`config.mk`:
```
export PLATFORM = sky130hd
export DESIGN_NAME = sbox_share_arbiter
export DESIGN_NICKNAME = d
export VERILOG_FILES = /design/src/rtl/sbox_share_arbiter.sv
export SDC_FILE = /design/constraint.sdc
export NUM_CORES = 1
export LEC_CHECK = 0
export BUFFER_PORTS_ARGS = -buffer_cell sky130_fd_sc_hd__buf_2
export CAP_MARGIN = 30
export CORE_MARGIN = 3
export CORE_UTILIZATION = 43
export CTS_CLUSTER_DIAMETER = 80
export DETAILED_ROUTE_END_ITERATION = 8
export HOLD_SLACK_MARGIN = 0.05
export PLACE_DENSITY = 0.75
export SLEW_MARGIN = 10
export SYNTH_ARGS = -nofsm -noshare
export SYNTH_HDL_FRONTEND = slang
export SYNTH_SLANG_ARGS = --single-unit
```
`constraint.sdc`:
```
create_clock -name clk -period 2.1 [get_ports clk]
set_clock_uncertainty 0.2 [all_clocks]
set_input_delay 0.315 -clock clk [delete_from_list [all_inputs] [get_ports clk]]
set_output_delay 0.315 -clock clk [all_outputs]
set_load 0.01 [all_outputs]
```
`src/rtl/sbox_share_arbiter.sv`:
```
// Shares one combinational 32-bit S-box slice between a 128-bit SubBytes requester
// and a 32-bit SubWord requester; the state is streamed one word per cycle.
module sbox_share_arbiter #(
    parameter bit KS_PRIORITY = 1'b0
) (
    input  logic         clk,
    input  logic         rst,
    input  logic         st_req,
    input  logic [127:0] st_data,
    output logic         st_ack,
    output logic         st_done,
    output logic [127:0] st_result,
    input  logic         ks_req,
    input  logic [31:0]  ks_word,
    output logic         ks_ack,
    output logic         ks_done,
    output logic [31:0]  ks_result,
    output logic [31:0]  sb_in,
    input  logic [31:0]  sb_out,
    output logic         busy
);

    typedef enum logic [1:0] {
        IDLE   = 2'd0,
        ST_SUB = 2'd1,
        KS_SUB = 2'd2
    } state_t;

    state_t         state_r;
    logic [1:0]     idx_r;
    logic           rr_st_first_r;
    logic [95:0]    st_lat_r;
    logic [95:0]    acc_r;
    logic [127:0]   st_result_r;
    logic [31:0]    ks_result_r;
    logic [31:0]    sb_in_r;
    logic           st_done_r;
    logic           ks_done_r;
    logic           busy_r;
    logic           st_grant_s;
    logic           ks_grant_s;

    // Word 0 goes to the slice straight from the port; only words 1..3 are kept.
    function automatic logic [31:0] next_word(input logic [95:0] w, input logic [1:0] i);
        case (i)
            2'd0:    return w[31:0];
            2'd1:    return w[63:32];
            2'd2:    return w[95:64];
            default: return 32'd0;
        endcase
    endfunction

    // Grant decision while idle; suppressed during reset so no handshake is lost.
    always_comb begin
        st_grant_s = 1'b0;
        ks_grant_s = 1'b0;
        if (!rst && state_r == IDLE) begin
            if (st_req && ks_req) begin
                if (KS_PRIORITY) begin
                    ks_grant_s = 1'b1;
                end else if (rr_st_first_r) begin
                    st_grant_s = 1'b1;
                end else begin
                    ks_grant_s = 1'b1;
                end
            end else if (st_req) begin
                st_grant_s = 1'b1;
            end else if (ks_req) begin
                ks_grant_s = 1'b1;
            end else begin
                st_grant_s = 1'b0;
                ks_grant_s = 1'b0;
            end
        end else begin
            st_grant_s = 1'b0;
            ks_grant_s = 1'b0;
        end
    end

    // Sequencer: latches the request, walks the slice, publishes results with done pulses.
    always_ff @(posedge clk) begin
        if (rst) begin
            state_r       <= IDLE;
            idx_r         <= 2'd0;
            rr_st_first_r <= 1'b1;
            st_lat_r      <= 96'd0;
            acc_r         <= 96'd0;
            st_result_r   <= 128'd0;
            ks_result_r   <= 32'd0;
            sb_in_r       <= 32'd0;
            st_done_r     <= 1'b0;
            ks_done_r     <= 1'b0;
            busy_r        <= 1'b0;
        end else begin
            st_done_r <= 1'b0;
            ks_done_r <= 1'b0;
            case (state_r)
                IDLE: begin
                    if (st_grant_s) begin
                        state_r       <= ST_SUB;
                        idx_r         <= 2'd0;
                        st_lat_r      <= st_data[127:32];
                        sb_in_r       <= st_data[31:0];
                        rr_st_first_r <= 1'b0;
                        busy_r        <= 1'b1;
                    end else if (ks_grant_s) begin
                        state_r       <= KS_SUB;
                        sb_in_r       <= ks_word;
                        rr_st_first_r <= 1'b1;
                        busy_r        <= 1'b1;
                    end else begin
                        sb_in_r <= 32'd0;
                    end
                end
                ST_SUB: begin
                    if (idx_r == 2'd3) begin
                        // Whole state lands at once, so a reset mid-op never leaves a partial result.
                        st_result_r <= {sb_out, acc_r};
                        st_done_r   <= 1'b1;
                        state_r     <= IDLE;
                        idx_r       <= 2'd0;
                        sb_in_r     <= 32'd0;
                        busy_r      <= 1'b0;
                    end else begin
                        acc_r[{idx_r, 5'd0} +: 32] <= sb_out;
                        sb_in_r <= next_word(st_lat_r, idx_r);
                        idx_r   <= idx_r + 2'd1;
                    end
                end
                KS_SUB: begin
                    ks_result_r <= sb_out;
                    ks_done_r   <= 1'b1;
                    state_r     <= IDLE;
                    sb_in_r     <= 32'd0;
                    busy_r      <= 1'b0;
                end
                default: begin
                    state_r <= IDLE;
                    idx_r   <= 2'd0;
                    sb_in_r <= 32'd0;
                    busy_r  <= 1'b0;
                end
            endcase
        end
    end

    assign st_ack    = st_grant_s;
    assign ks_ack    = ks_grant_s;
    assign st_done   = st_done_r;
    assign ks_done   = ks_done_r;
    assign st_result = st_result_r;
    assign ks_result = ks_result_r;
    assign sb_in     = sb_in_r;
    assign busy      = busy_r;

endmodule
```
Yosys cells after proc, flatten, opt, wreduce, memory -nomap -nowiden:

Cells that the tools add are included.

* input bits: 196
* flip-flop bits (word level): 392
* logic and storage cells: 68
* output and inout port bits: 197

* shift operators: 2
* eq/ne operators: 8
* bitwise logic cells: 3
* multiplexer cells: 29
* $add $sub $neg: 2
* reductions and logical operators: 13

Operators by type and width (count)
* bitwise mux 96 bit: 1
* 2-to-1 mux 32 bit: 3
* case mux 32 bit (3 select lines): 1
* variable shift 32 x 9 -> 96 bit, first input constant: 1
* indexed part select 32 x 9 -> 96 bit: 1
* case mux 32 bit (2 select lines): 1
* 2-to-1 mux 1 bit: 15
* AND reduction 2 bit: 6
* 2-to-1 mux 2 bit: 5
* negator 7 -> 9 bit: 1
* equality test 2 bit, second input constant: 3
* case mux 2 bit (3 select lines): 1
* equality test 2 x 1 -> 1 bit, second input constant: 2
* zero test 2 bit: 2
* inequality test 2 bit, second input constant: 2
* case mux 2 bit (2 select lines): 1
* inequality test 3 bit, second input constant: 1
* inverter 1 bit: 3
* adder 2 x 1 -> 2 bit, second input constant: 1
* logical AND 1 bit: 2
* case mux 1 bit (2 select lines): 1
* nonzero test 2 bit: 1
* OR reduction 2 bit: 1
* zero test 1 bit: 1

Logic depth before layout (Yosys ltp):

Gate-level depths: netlist (run 1).

* word-level depth: 7
* mapped depth: 9
* depth with buffers taken out: 6

Worst setup path before layout (run 1):

No wires, ideal clock.

* path type: register to register
* start: register idx_r[0]
* end: register acc_r[87]
* stages on the path, launching flop included: 8
* required time: 1830 ps
* arrival time: 1741 ps
* library setup time: 70 ps
* clock period less this slack: 2012 ps
* setup slack: 88 ps
* path buffers: 2
* cells stage by stage: dfxtp_1 > inv_1 > ha_1 > clkbuf_1 > nor3b_1 > clkbuf_1 > nand3_1 > a21oi_1

* longest elaborated chain between the ends: 3
* elaborated cells on any way between the ends: 7
* classes of those cells: add/sub: 1; eq/ne: 1; shift: 2; mux: 1; bitwise: 1; reduce/logical: 1

Ends and longest elaborated chain
* start: declaration: line 30 `logic [1:0] idx_r;`
* start signal: assignment: line 127 `idx_r <= idx_r + 2'd1;`
* negator 7 -> 9 bit or equality test 2 bit (tied branches): line 125, 116
* indexed part select 32 x 9 -> 96 bit (tied with other cells): line 125 `acc_r[{idx_r, 5'd0} +: 32] <= sb_out;`
* bitwise mux 96 bit or AND reduction 2 bit (tied branches)
* end signal: indexed assignment: line 125
* end: declaration: line 33 `logic [95:0] acc_r;`

Several ways; a longest one is shown, not always the timed one.
A chain may end at the register's enable or synchronous reset.

Worst setup path in the final report (run 1):

* start: register state_r[1]
* end: output st_ack

* longest elaborated chain between the ends: 3

Ends and longest elaborated chain
* start: declaration: line 29 `state_t state_r;`
* start signal: assignment: line 83 `state_r <= IDLE;`
* start signal: assignment: line 100 `state_r <= ST_SUB;`
* start signal: assignment: line 107 `state_r <= KS_SUB;`
* zero test 2 bit: line 57 `if (!rst && state_r == IDLE) begin`
* logical AND 1 bit: line 57
* 2-to-1 mux 1 bit: line 57
* end: declaration: line 10 `output logic st_ack,`

Every way passes these cells.

==> results of run 1 <==
layout by cell type, fill, tap and decap left out, types with 2 or more instances in the layout:
master          count
buf_4              18
dfxtp_1           390
nand2_2            60
buf_12             22
nand2b_1           98
nor3_1              3
o21ai_2            61
o22ai_1            31
mux2i_1            31
and2_1              3
nand2_1           458
nand3_1            98
buf_2             390
inv_1               2
nor3b_2             2
a21oi_1           258
ha_1                3
clkinv_2            6
diode_2             6
a222oi_1           32
dlymetal6s4s_1     11
o21ai_0            38
clkbuf_8            9
nor2_1              7
clkbuf_1            9
dlygate4sd3_1     184
clkinv_16           2
buf_6               3
clkbuf_16          43
buf_8               2
routing by layer:
metal | track usage, % | routed length, µm | up-vias | share of wire [%]
met2 | 43.06 | 23730 | 854 | 46
met4 | 14.26 | 2992 | 0 | 5.9
met5 | 0 | 0 | - | 0
met3 | 6.303 | 4914 | 196 | 9.6
li1 | - | - | 6924 | -
met1 | 31.67 | 19410 | 6929 | 38
repair_timing:
item	CTS	global route
gates resized for setup	6	20
setup endpoints to repair	2	28
pin swaps	1	1
setup buffers	2	0
hold buffers	195	0
gates cloned	0	1
endpoints found under the hold margin	292	0
sequential cells by signal, summed over array words and instances (netlist names):
name and flops:
st_result 128, acc_r 96, st_lat_r 96, ks_result 32, sb_in 32, idx_r 2
state_r 2, busy 1, ks_done 1, rr_st_first_r 1, st_done 1
kinds of logic (layout without fill, tap and decap cells):
logic type	Yosys count	after routing	synth area share, %
flops	392	392	52.55
buf+inv	154	707	5.421
other cells	0	6	0
simple gates	737	737	22.30
fa+ha+maj	4	4	0.3352
compound gates	426	426	17.24
mux	32	32	2.153
critical path, cell delays in order, from the launching register on:
cell and delay (ps):
dfxtp_1 320, or3_4 410, or2_4 260, clkinv_4 70, buf_6 110
stage by stage:
step                      util (%)  hold WS [ps]  instance area [µm²]
after global placement       51.13         237.4                17320
final                        61.25         65.08                20740
after global routing         61.24         80.51                20740
after detailed placement     51.13         242.9                17320
after floorplan                  -         210.9                14930
after CTS                    60.95         50.89                20640
power by group:
| group | total, W | leakage [nW] | internal, W | switching [W] |
|---|---|---|---|---|
| Combinational | 0.00194 | 4.56 | 0.000883 | 0.00105 |
| Sequential | 0.00788 | 3.18 | 0.00772 | 0.000155 |
| Clock | 0.00714 | 0.660 | 0.00406 | 0.00308 |
| Total | 0.0169 | 8.40 | 0.0127 | 0.00429 |
final timing paths:
path | cells after the start | start | endpoint | slack (ps)
worst max-delay path | 4 | state_r[1]$_SDFFE_PP0P_ | st_ack | -130
worst min-delay path | 4 | st_req | idx_r[0]$_SDFFE_PP0P_ | 70
worst max register to register | 7 | state_r[1]$_SDFFE_PP0P_ | st_lat_r[26]$_SDFFE_PP0P_ | -10
worst min register to register | 2 | acc_r[92]$_SDFFE_PP0P_ | st_result[92]$_SDFFE_PP0P_ | 250
final cells by class:
class / instances / area [µm²]
Inverter: 4 / 20.02
Tap cell: 448 / 560.5
Multi-Input combinational cell: 1199 / 6329
Sequential cell: 392 / 7853
Timing Repair Buffer: 632 / 4623
Fill cell: 2653 / 13120
Clock inverter: 11 / 135.1
Antenna cell: 6 / 15.01
Clock buffer: 60 / 1209
==> results by stage, run 1 <==
Outcome:
- The run finished, with violations left.
- The final reports fail on setup timing.

Power:
- The power per cell area is 817.1 nW/µm².
- The leakage power total is approximately 8.4 nW.
- The total power consumption of the routed design is around 0.017 W.
- The worst-case IR drop observed on VDD is around 0.63 mV.

Placed design:
- The number of instances in the placed design is around 2500.
- The global placer's final weighted congestion is 0.8682.
- Prior to clock tree synthesis, the placed netlist has a worst setup slack of 57.31 ps.
- The placed wire-length estimate is 29960 µm.
- Input and output buffers added on the ports amount to 392.

Setup path:
- The worst setup path category is flip-flop to output port.
- The kind of end point of the critical path is an output port.
- Data arrives at the worst endpoint at 1720 ps.
- The largest fanout of any net on the critical path is 3.
- The kind of start point of the critical path is a flip-flop.
- The critical path required time is 1580 ps.

Floorplan:
- During I/O placement, the number of pins put on the boundary was ~390.
- The count of standard-cell rows is 67.
- The die width is 192.4 µm.
- The placeable core region is between 30000 and 40000 µm².
- The die covers 37000 µm².
- The die is about 190 µm tall.
- The initial utilization of the core area, before any placement, comes to 44.09%.

CTS:
- TritonCTS built the clock tree.
- The clock net in this run drives a total of ~400 sinks.
- The number of levels in the clock H-tree is 2.
- The library cell used as clock root buffer is clkbuf_16.
- The clock input transition at the sequential cells of the worst setup and hold paths is 60 ps.
- The number of buffers between clock root and the deepest sink is 3.
- The number of buffers added by the clock tree synthesis step is 42.
- The clock latency reported for the late side of the worst-skew pair is 550 ps.

Synthesis:
- The share of flip-flops with an asynchronous set or reset after synthesis is 0%.
- Among all flip-flop cells after synthesis, the most frequent one is dfxtp_1.
- In the post-synthesis netlist, the cell with the most instances is nand2_1.
- The synthesized area is 14930 µm².
- By area the synthesized netlist is led by dfxtp_1, nand2_1, a21oi_1.
- The cell count after synthesis came out at approximately 1700.
- The post-synthesis average cell area is between 8 and 9 µm².
- The net count after synthesis is about 2000.
- The number of warning messages in the yosys log is 0.
- The proportion of synthesized chip area in sequential cells is roughly 53%.
- Synthesis instantiated 35 different standard cells from the library.
- The synthesized design contains 0 enable-type register cells.
- The largest total area in the synthesized netlist belongs to dfxtp_1.
- The number of flip-flops and latches in the synthesized netlist is slightly below 400.
- The proportion of netlist area held by the largest area contributor is 52.55%.
- By count the netlist is led by nand2_1, dfxtp_1, a21oi_1.

Timing:
- The pin slew with the least headroom to its limit is 945.8 ps.
- The shortest period the worst path allows is between 2000 and 2500 ps.
- After layout, the worst setup slack is -131.8 ps.
- Timing would allow up to 0.4481 GHz.
- Setup repair after global routing could not meet its margin everywhere.
- The post-route fraction of the period consumed by the critical path is 106.3%.
- The total negative slack for setup checks is -193.4 ps.
- The final count of pins violating max slew is 0.
- Measured against its own limit, the worst slew margin works out to 36.95%.
- Setup violations remaining at the end of the flow were counted as 3.
- The hold violation count in the final report is 0.

Drt:
- The total detailed-routing wirelength is 51050 µm.
- Once detail routing completed, the nets flagged for antenna violations numbered 0.
- The detailed router finished its first iteration with 1524 violations.
- The routed via count divided by cell count is 5.415.
- The number of search-and-repair iterations in the first detailed-routing pass is 8.
- The number of vias in the routed layout is 14900.
- The residual DRC count is 0.
- The detailed-route wire length per cell is 18.55 µm.

Final layout:
- The final cell count without fillers is 2752.
- Compared with the post-synthesis result, the final layout area differs by 38.91%.
- The ratio of cells with drive above 1 in the final layout is 27.72%.
- For this run, the post-layout net count is 2471.

GRT:
- The number of global-route vias before repair was 14480.
- Across every metal layer, demand over resource in global routing totals 26.21%.
- The first-pass GRT wire length is 77560 µm.
- Entering global routing, the biggest net connects 196 pins.
- The initial antenna violation count came to 5.
- The leftover overflow at the end of global routing is 0.

Min path:
- The kind of path behind the tightest hold check is primary input to flip-flop.

Run:
- Across the run, the number of max-cap violations was 0.
No activity file was read; power rests on OpenSTA's default activity.
==> run 2: changes to the inputs <==
PLACE_DENSITY = 0.72   (was 0.75)
clock period = 2.6 ns   (was 2.1 ns; I/O delays follow)
==> results by stage, run 2 (same netlist as run 1, synthesis figures left out) <==
Final layout:
- Compared with the post-synthesis result, the final layout area differs by 36.83%.
- Fill cells in the final layout number 2816.
- The area of combinational cells with multiple inputs is ~6300 µm².
- Leaving out fill and tap cells, the most frequent cells in the layout are nand2_1, buf_2, dfxtp_1, a21oi_1, dlygate4sd3_1.
- The register area is a little under 8000 µm².
- The ratio of cells with drive above 1 in the final layout is 27.39%.
- The number of flip-flops under the largest register name is 128.
- The library cell used most frequently in the layout, excluding fill and tap cells, is nand2_1.
- With fillers left out, the area of the finished cells amounts to around 20000 µm².
- The count of nets after finishing is 2459.

Power:
- The power per cell area is between 600 and 700 nW/µm².
- The leakage power total is 8.192 nW.
- The peak supply drop is between 0.5 and 0.6 mV.

Setup path:
- The origin of the worst setup path is rst.
- On the critical path, the stage with the largest delay is an instance of dlygate4sd3_1.
- The worst setup path category is primary input to output port.
- The length in cells of the worst reg-to-reg path is 6.
- The worst register-to-register path has a setup slack of 210 ps.
- Walking the worst path, the cells encountered are buf_8 -> dlygate4sd3_1 -> or3_4 -> or2_4 -> inv_8 -> buf_2.
- The critical path required time is between 2000 and 2500 ps.
- In this design, the stage delay of the slowest critical-path cell is 550 ps.
- The cell class contributing the biggest share of worst-path delay is buffers and inverters.
- The startpoint identified for the worst register-to-register timing path is idx_r[0]$_SDFFE_PP0P_.
- The endpoint of the most critical register-to-register path is sb_in[31]$_SDFF_PP0_.
- The data arrival at the endpoint of the critical path is 1980 ps.
- The kind of end point of the critical path is an output port.
- The worst setup path is launched from a primary input.
- The sum of buffers and inverters on the critical path is 4.
- In this run the worst path has a maximum fanout of 11.

Drt:
- The residual DRC count is 0.
- The number of vias in the routed layout is 14610.
- The routed via count divided by cell count is 5.332.
- After the first detailed-routing iteration, the DRC count stood at roughly 1200.
- The count of nets left with antenna violations after detail routing is 0.
- The total detailed-routing wirelength is 50290 µm.
- Dividing the detail-routed wire length by the instance count gives approximately 18 µm.
- For this run, the detailed router's first-pass iteration total came to 5.

CTS:
- For the worst-skew pair, the clock arrives at the later sink with an insertion delay of between 500 and 600 ps.
- Buffers added to address setup during post-CTS repair amount to 0.
- The number of buffers between clock root and the deepest sink is 3.
- The total clock sinks is 392.
- TritonCTS built the clock tree.
- The number of levels in the clock H-tree is 2.
- The tree is rooted in a clkbuf_16.
- In this run, CTS created clock tree buffers numbering 42.
- The clock input transition at the sequential cells of the worst setup and hold paths is 60 ps.

Floorplan:
- The die width is 192.4 µm.
- 393 I/O pins were placed.
- The die outline area is roughly 37000 µm².
- The starting density of the core is approximately 44%.
- The floorplan step defined a core boundary enclosing 33870 µm².
- The floorplan has 67 rows.
- The die is 192.4 µm tall.

GRT:
- Entering global routing, the biggest net connects 142 pins.
- The total routing resource utilization after global routing is 26.05%.
- The number of global-route vias before repair came to 14520.
- The first global-routing pass estimated about 77000 µm of wire.
- The initial antenna violation count was 3.
- The leftover overflow at the end of global routing is 0.

Min path:
- The critical hold path startpoint is ks_req.
- The kind of path behind the tightest hold check is primary input to flip-flop.
- The worst hold path passes through 4 cells.
- For hold timing, the worst endpoint is busy$_SDFFE_PP0P_.

Outcome:
- The run finished with clean final reports.

Timing:
- The number of endpoints failing setup at the final stage is 0.
- The routed design could run at a clock period as short as 2566 ps.
- The final count of pins violating max slew was 0.
- Setup repair after global routing left no endpoint under its margin.
- For the final routed database, the setup TNS stands at 0 ps.
- The hold violation count in the final report was 0.
- The highest achievable clock rate is slightly below 0.4 GHz.
- Once routing completed, OpenROAD measured the worst setup slack at 34.44 ps.
- The worst relative slew slack is 46.31%.
- At the pin with the least slew margin, the transition time is 805.3 ps.
- The post-route fraction of the period consumed by the critical path is a little over nine tenths.

Placed design:
- The number of input and output port buffers inserted is 392.
- Routability-driven placement finished with a final weighted congestion of between 0.8 and 0.9.
- The minimum setup slack after placement is 280.4 ps.
- The placed wire-length estimate is roughly 30000 µm.
- The post-placement cell area is 17110 µm².

Run:
- Max-cap violations in this run came to 0.
run 2: report_power, final:
group | total, W | internal [W] | switching [W]
logic | 0.00150 | 0.000672 | 0.000823
registers | 0.00637 | 0.00624 | 0.000131
clock network | 0.00597 | 0.00348 | 0.00249
run 2: metal layers:
| metal | vias up | wire length (µm) | track usage [%] |
|---|---|---|---|
| li1 | 6906 | - | - |
| met1 | 6837 | 19620 | 31.35 |
| met2 | 699 | 23800 | 43.23 |
| met3 | 169 | 4378 | 6.576 |
| met4 | 0 | 2489 | 13.08 |
| met5 | - | 0 | 0 |
run 2: through the flow:
| step | total power [W] | util, % | hold WS, ps | std cells |
|---|---|---|---|---|
| 2_1_floorplan | 0.007186 | - | 232.1 | 1745 |
| 3_3_place_gp | 0.007637 | 50.53 | 236.3 | 2470 |
| 3_5_place_dp | 0.007663 | 50.53 | 243.2 | 2470 |
| 4_1_cts | 0.01383 | 60.27 | 55.84 | 2737 |
| 5_1_grt | 0.01426 | 60.33 | 81.30 | 2740 |
| 6_report | 0.01383 | 60.33 | 84.12 | 2740 |
run 2: repair_timing:
action	4_1_cts	5_1_grt
pin swaps	0	1
gates cloned	1	0
endpoints found under the hold margin	287	0
setup endpoints to repair	1	3
hold buffers	192	0
resized for setup	2	4
run 2: area by class of cell:
| class | count | area share, % |
|---|---|---|
| Timing Repair Buffer | 619 | 21.02 |
| Antenna cell | 3 | 0.03674 |
| Inverter | 4 | 0.1102 |
| Multi-Input combinational cell | 1199 | 30.96 |
| Tap cell | 448 | 2.743 |
| Clock buffer | 60 | 5.768 |
| Sequential cell | 392 | 38.42 |
| Clock inverter | 14 | 0.9307 |
| Timing Repair inverter | 1 | 0.01837 |
run 2: how the worst max path moves through the flow:
stage | cells past startpoint | slack [ps] | end
3_3_place_gp | 6 | 390 | st_lat_r[47]$_SDFFE_PP0P_
4_1_cts | 5 | 4 | ks_ack
3_5_place_dp | 6 | 280 | acc_r[84]$_SDFFE_PP0P_
2_1_floorplan | 7 | 590 | acc_r[87]$_SDFFE_PP0P_
5_1_grt | 6 | 0.7 | st_ack
6_report | 6 | 30 | st_ack
run 2: worst register-to-register path: stages (launching register included):
cell and delay (ps):
dfxtp_2 350, ha_1 330, nor3b_4 320, nand2b_1 90
buf_4 260, o211ai_1 240, dlygate4sd3_1 550
==> run 3: changes to the inputs <==
CELL_PAD_IN_SITES_DETAIL_PLACEMENT = 0   (was unset)
CELL_PAD_IN_SITES_GLOBAL_PLACEMENT = 2   (was unset)
CORE_UTILIZATION = 33   (was 43)
PLACE_DENSITY = 0.9   (was 0.72)
==> results by stage, run 3 (same netlist as run 1, synthesis figures left out) <==
Outcome:
- The flow ran to the end, and the final reports show no timing, DRC or antenna violations.

Timing:
- The post-route fraction of the period consumed by the critical path is around 96%.
- Setup repair after global routing left no endpoint under its margin.
- Adding up every negative setup slack in the final design gives 0 ps.
- Derived from the worst setup path, the maximum achievable clock frequency is 0.4011 GHz.
- The routed design could run at a clock period as short as 2493 ps.
- The final count of pins violating max slew is 0.
- The worst relative slew slack is 21.76%.
- For the pin with the worst max-slew slack, the measured transition is roughly 1200 ps.
- The number of endpoints failing setup at the final stage is 0.
- The hold violation count in the final report was 0.

Placed design:
- The post-placement cell area is ~17000 µm².
- The HPWL after detailed placement is 31180 µm.
- The global placer's final weighted congestion is 0.7896.
- During placement, the flow inserted port buffers numbering 392.

CTS:
- Clock-pin slew was measured on the worst setup and hold paths at 60 ps.
- The total clock sinks is approximately 390.
- TritonCTS built the clock tree.
- The clock passes through at most 3 buffers.
- The clock latency reported for the late side of the worst-skew pair is 570 ps.
- The H-tree was split into 2 levels.
- The tree is rooted in a clkbuf_16.
- TritonCTS created 44 clock buffers.

Final layout:
- The top cell types in the final layout, fill and taps aside, are nand2_1, buf_2, dfxtp_1, a21oi_1, dlygate4sd3_1.
- The count of nets after finishing is 2463.
- The library cell used most frequently in the layout, excluding fill and tap cells, is nand2_1.
- The number of flip-flops under the largest register name is 128.
- Relative to the synthesized area, the layout overhead comes to 38.11%.
- The post-route standard cell area excluding fillers is 20620 µm².
- In the final layout, the share of cells above drive strength 1 is 27.29%.

GRT:
- The initial antenna violation count was 3.
- The first-pass GRT wire length is ~75000 µm.
- The number of global-route vias before repair is 13580.
- The pin count of the biggest net entering global routing is 252.
- The total routing resource utilization after global routing is 19.69%.
- The total overflow left after global routing is 0.

Floorplan:
- The placeable core region is 44410 µm².
- The number of top-level design ports is 393.
- The count of standard-cell rows is 77.
- From left edge to right edge, the die measures about 220 µm.
- The height of the chip is 218.7 µm.
- The floorplan step defined a die boundary enclosing roughly 48000 µm².
- The initial utilization of the core area, before any placement, comes to 33.62%.

Power:
- The register share of total power is 46.0%.
- The portion of total power attributed to combinational logic is 10.6%.
- The analysis attributes to cell leakage a power of approximately 8 nW.
- The peak supply drop is about 0.45 mV.
- The switching component of the power is around 0.0034 W.
- Internal power comes to 0.01042 W.
- Power spread over the standard cell area amounts to ~670 nW/µm².
- Of the total power, the clock network draws a little over two fifths.
- The share of total power consumed by net switching is 24.67%.

Setup path:
- The worst register-to-register path has a depth of 6.
- The critical path is of the primary input to flip-flop type.
- The kind of start point of the critical path is a primary input.
- The critical path required time is 2840 ps.
- Of all nets on the critical path, the largest fanout is 34.
- The worst setup path is captured at a flip-flop.
- The data arrival at the endpoint of the critical path is 2730 ps.

Drt:
- The count of nets left with antenna violations after detail routing is 0.
- The first detailed-routing pass took 8 iterations.
- The detailed router finished its first iteration with 1177 violations.
- The total detailed-routing wirelength is 49400 µm.
- The residual DRC count is 0.
- The detailed-route wire length per cell is 17.10 µm.
- Dividing the detail-routed via count by the number of cells gives between 4 and 5.
- The number of vias in the routed layout is 13970.

Min path:
- The path class of the tightest hold or removal check is primary input to flip-flop.
- The depth of the worst hold-timing path is 5.

Run:
- The max-capacitance violation count is 0.
run 3: worst max-delay path, cell delays in order:
cell           delay (ps)
dlygate4sd3_1         550
buf_2                 150
inv_2                  60
o21ai_4               160
buf_12                260
mux2i_1               400
o22ai_1               140
dlygate4sd3_1         570
run 3: layout make-up:
cell class / count / area, µm²
fillers: 4279 / 23790
flip-flops and latches: 392 / 7850
multi-input cells: 1199 / 6312
repair buffers: 622 / 4312
clock buffers: 66 / 1285
well taps: 592 / 740.7
clock inverters: 11 / 97.59
inverters: 4 / 20.02
diodes: 3 / 7.507
run 3: worst paths after layout:
check                                           start                         to  slack [ps]
worst min register to register  acc_r[0]$_SDFFE_PP0P_  st_result[0]$_SDFFE_PP0P_         240
worst max register to register  idx_r[0]$_SDFFE_PP0P_        sb_in[1]$_SDFF_PP0_         160
worst min-delay path                              rst       sb_in[31]$_SDFF_PP0_         140
worst max-delay path                           ks_req        sb_in[1]$_SDFF_PP0_         110
run 3: power by group through the flow:
stage                     Clock [W]  Sequential [W]  Combinational (W)
after CTS                   0.00615         0.00636            0.00146
final                       0.00601         0.00636            0.00147
after floorplan                   0         0.00648           0.000703
after global placement            0         0.00648            0.00118
after global routing        0.00637         0.00638            0.00160
after detailed placement          0         0.00648            0.00120
run 3: per-stage QoR:
step	utilization (%)	instances	power (W)	hold slack, ps	setup slack (ps)
floorplan	-	1745	0.007186	232.1	588.4
global placement	38.86	2611	0.007660	238.0	362.0
detailed placement	38.86	2611	0.007682	242.4	334.6
CTS	46.37	2883	0.01397	98.19	5.068
global route	46.44	2889	0.01435	139.7	16.82
finish	46.44	2889	0.01384	140.5	106.8
run 3: repair_timing:
item | 4_1_cts | 5_1_grt
resized for setup | 1 | 1
hold endpoints to repair | 296 | 0
buffers inserted | 0 | 3
hold buffers | 195 | 0
endpoints found under the setup margin | 1 | 2
cloned | 0 | 0
pin swaps | 0 | 1
run 3: layer usage:
metal / up-vias / track usage (%) / part of all wire [%]
met4: 0 / 6.935 / 2.9
met1: 6509 / 25.52 / 44
met3: 92 / 4.435 / 7.2
met5: - / 0 / 0
met2: 461 / 32.31 / 46
li1: 6909 / - / -
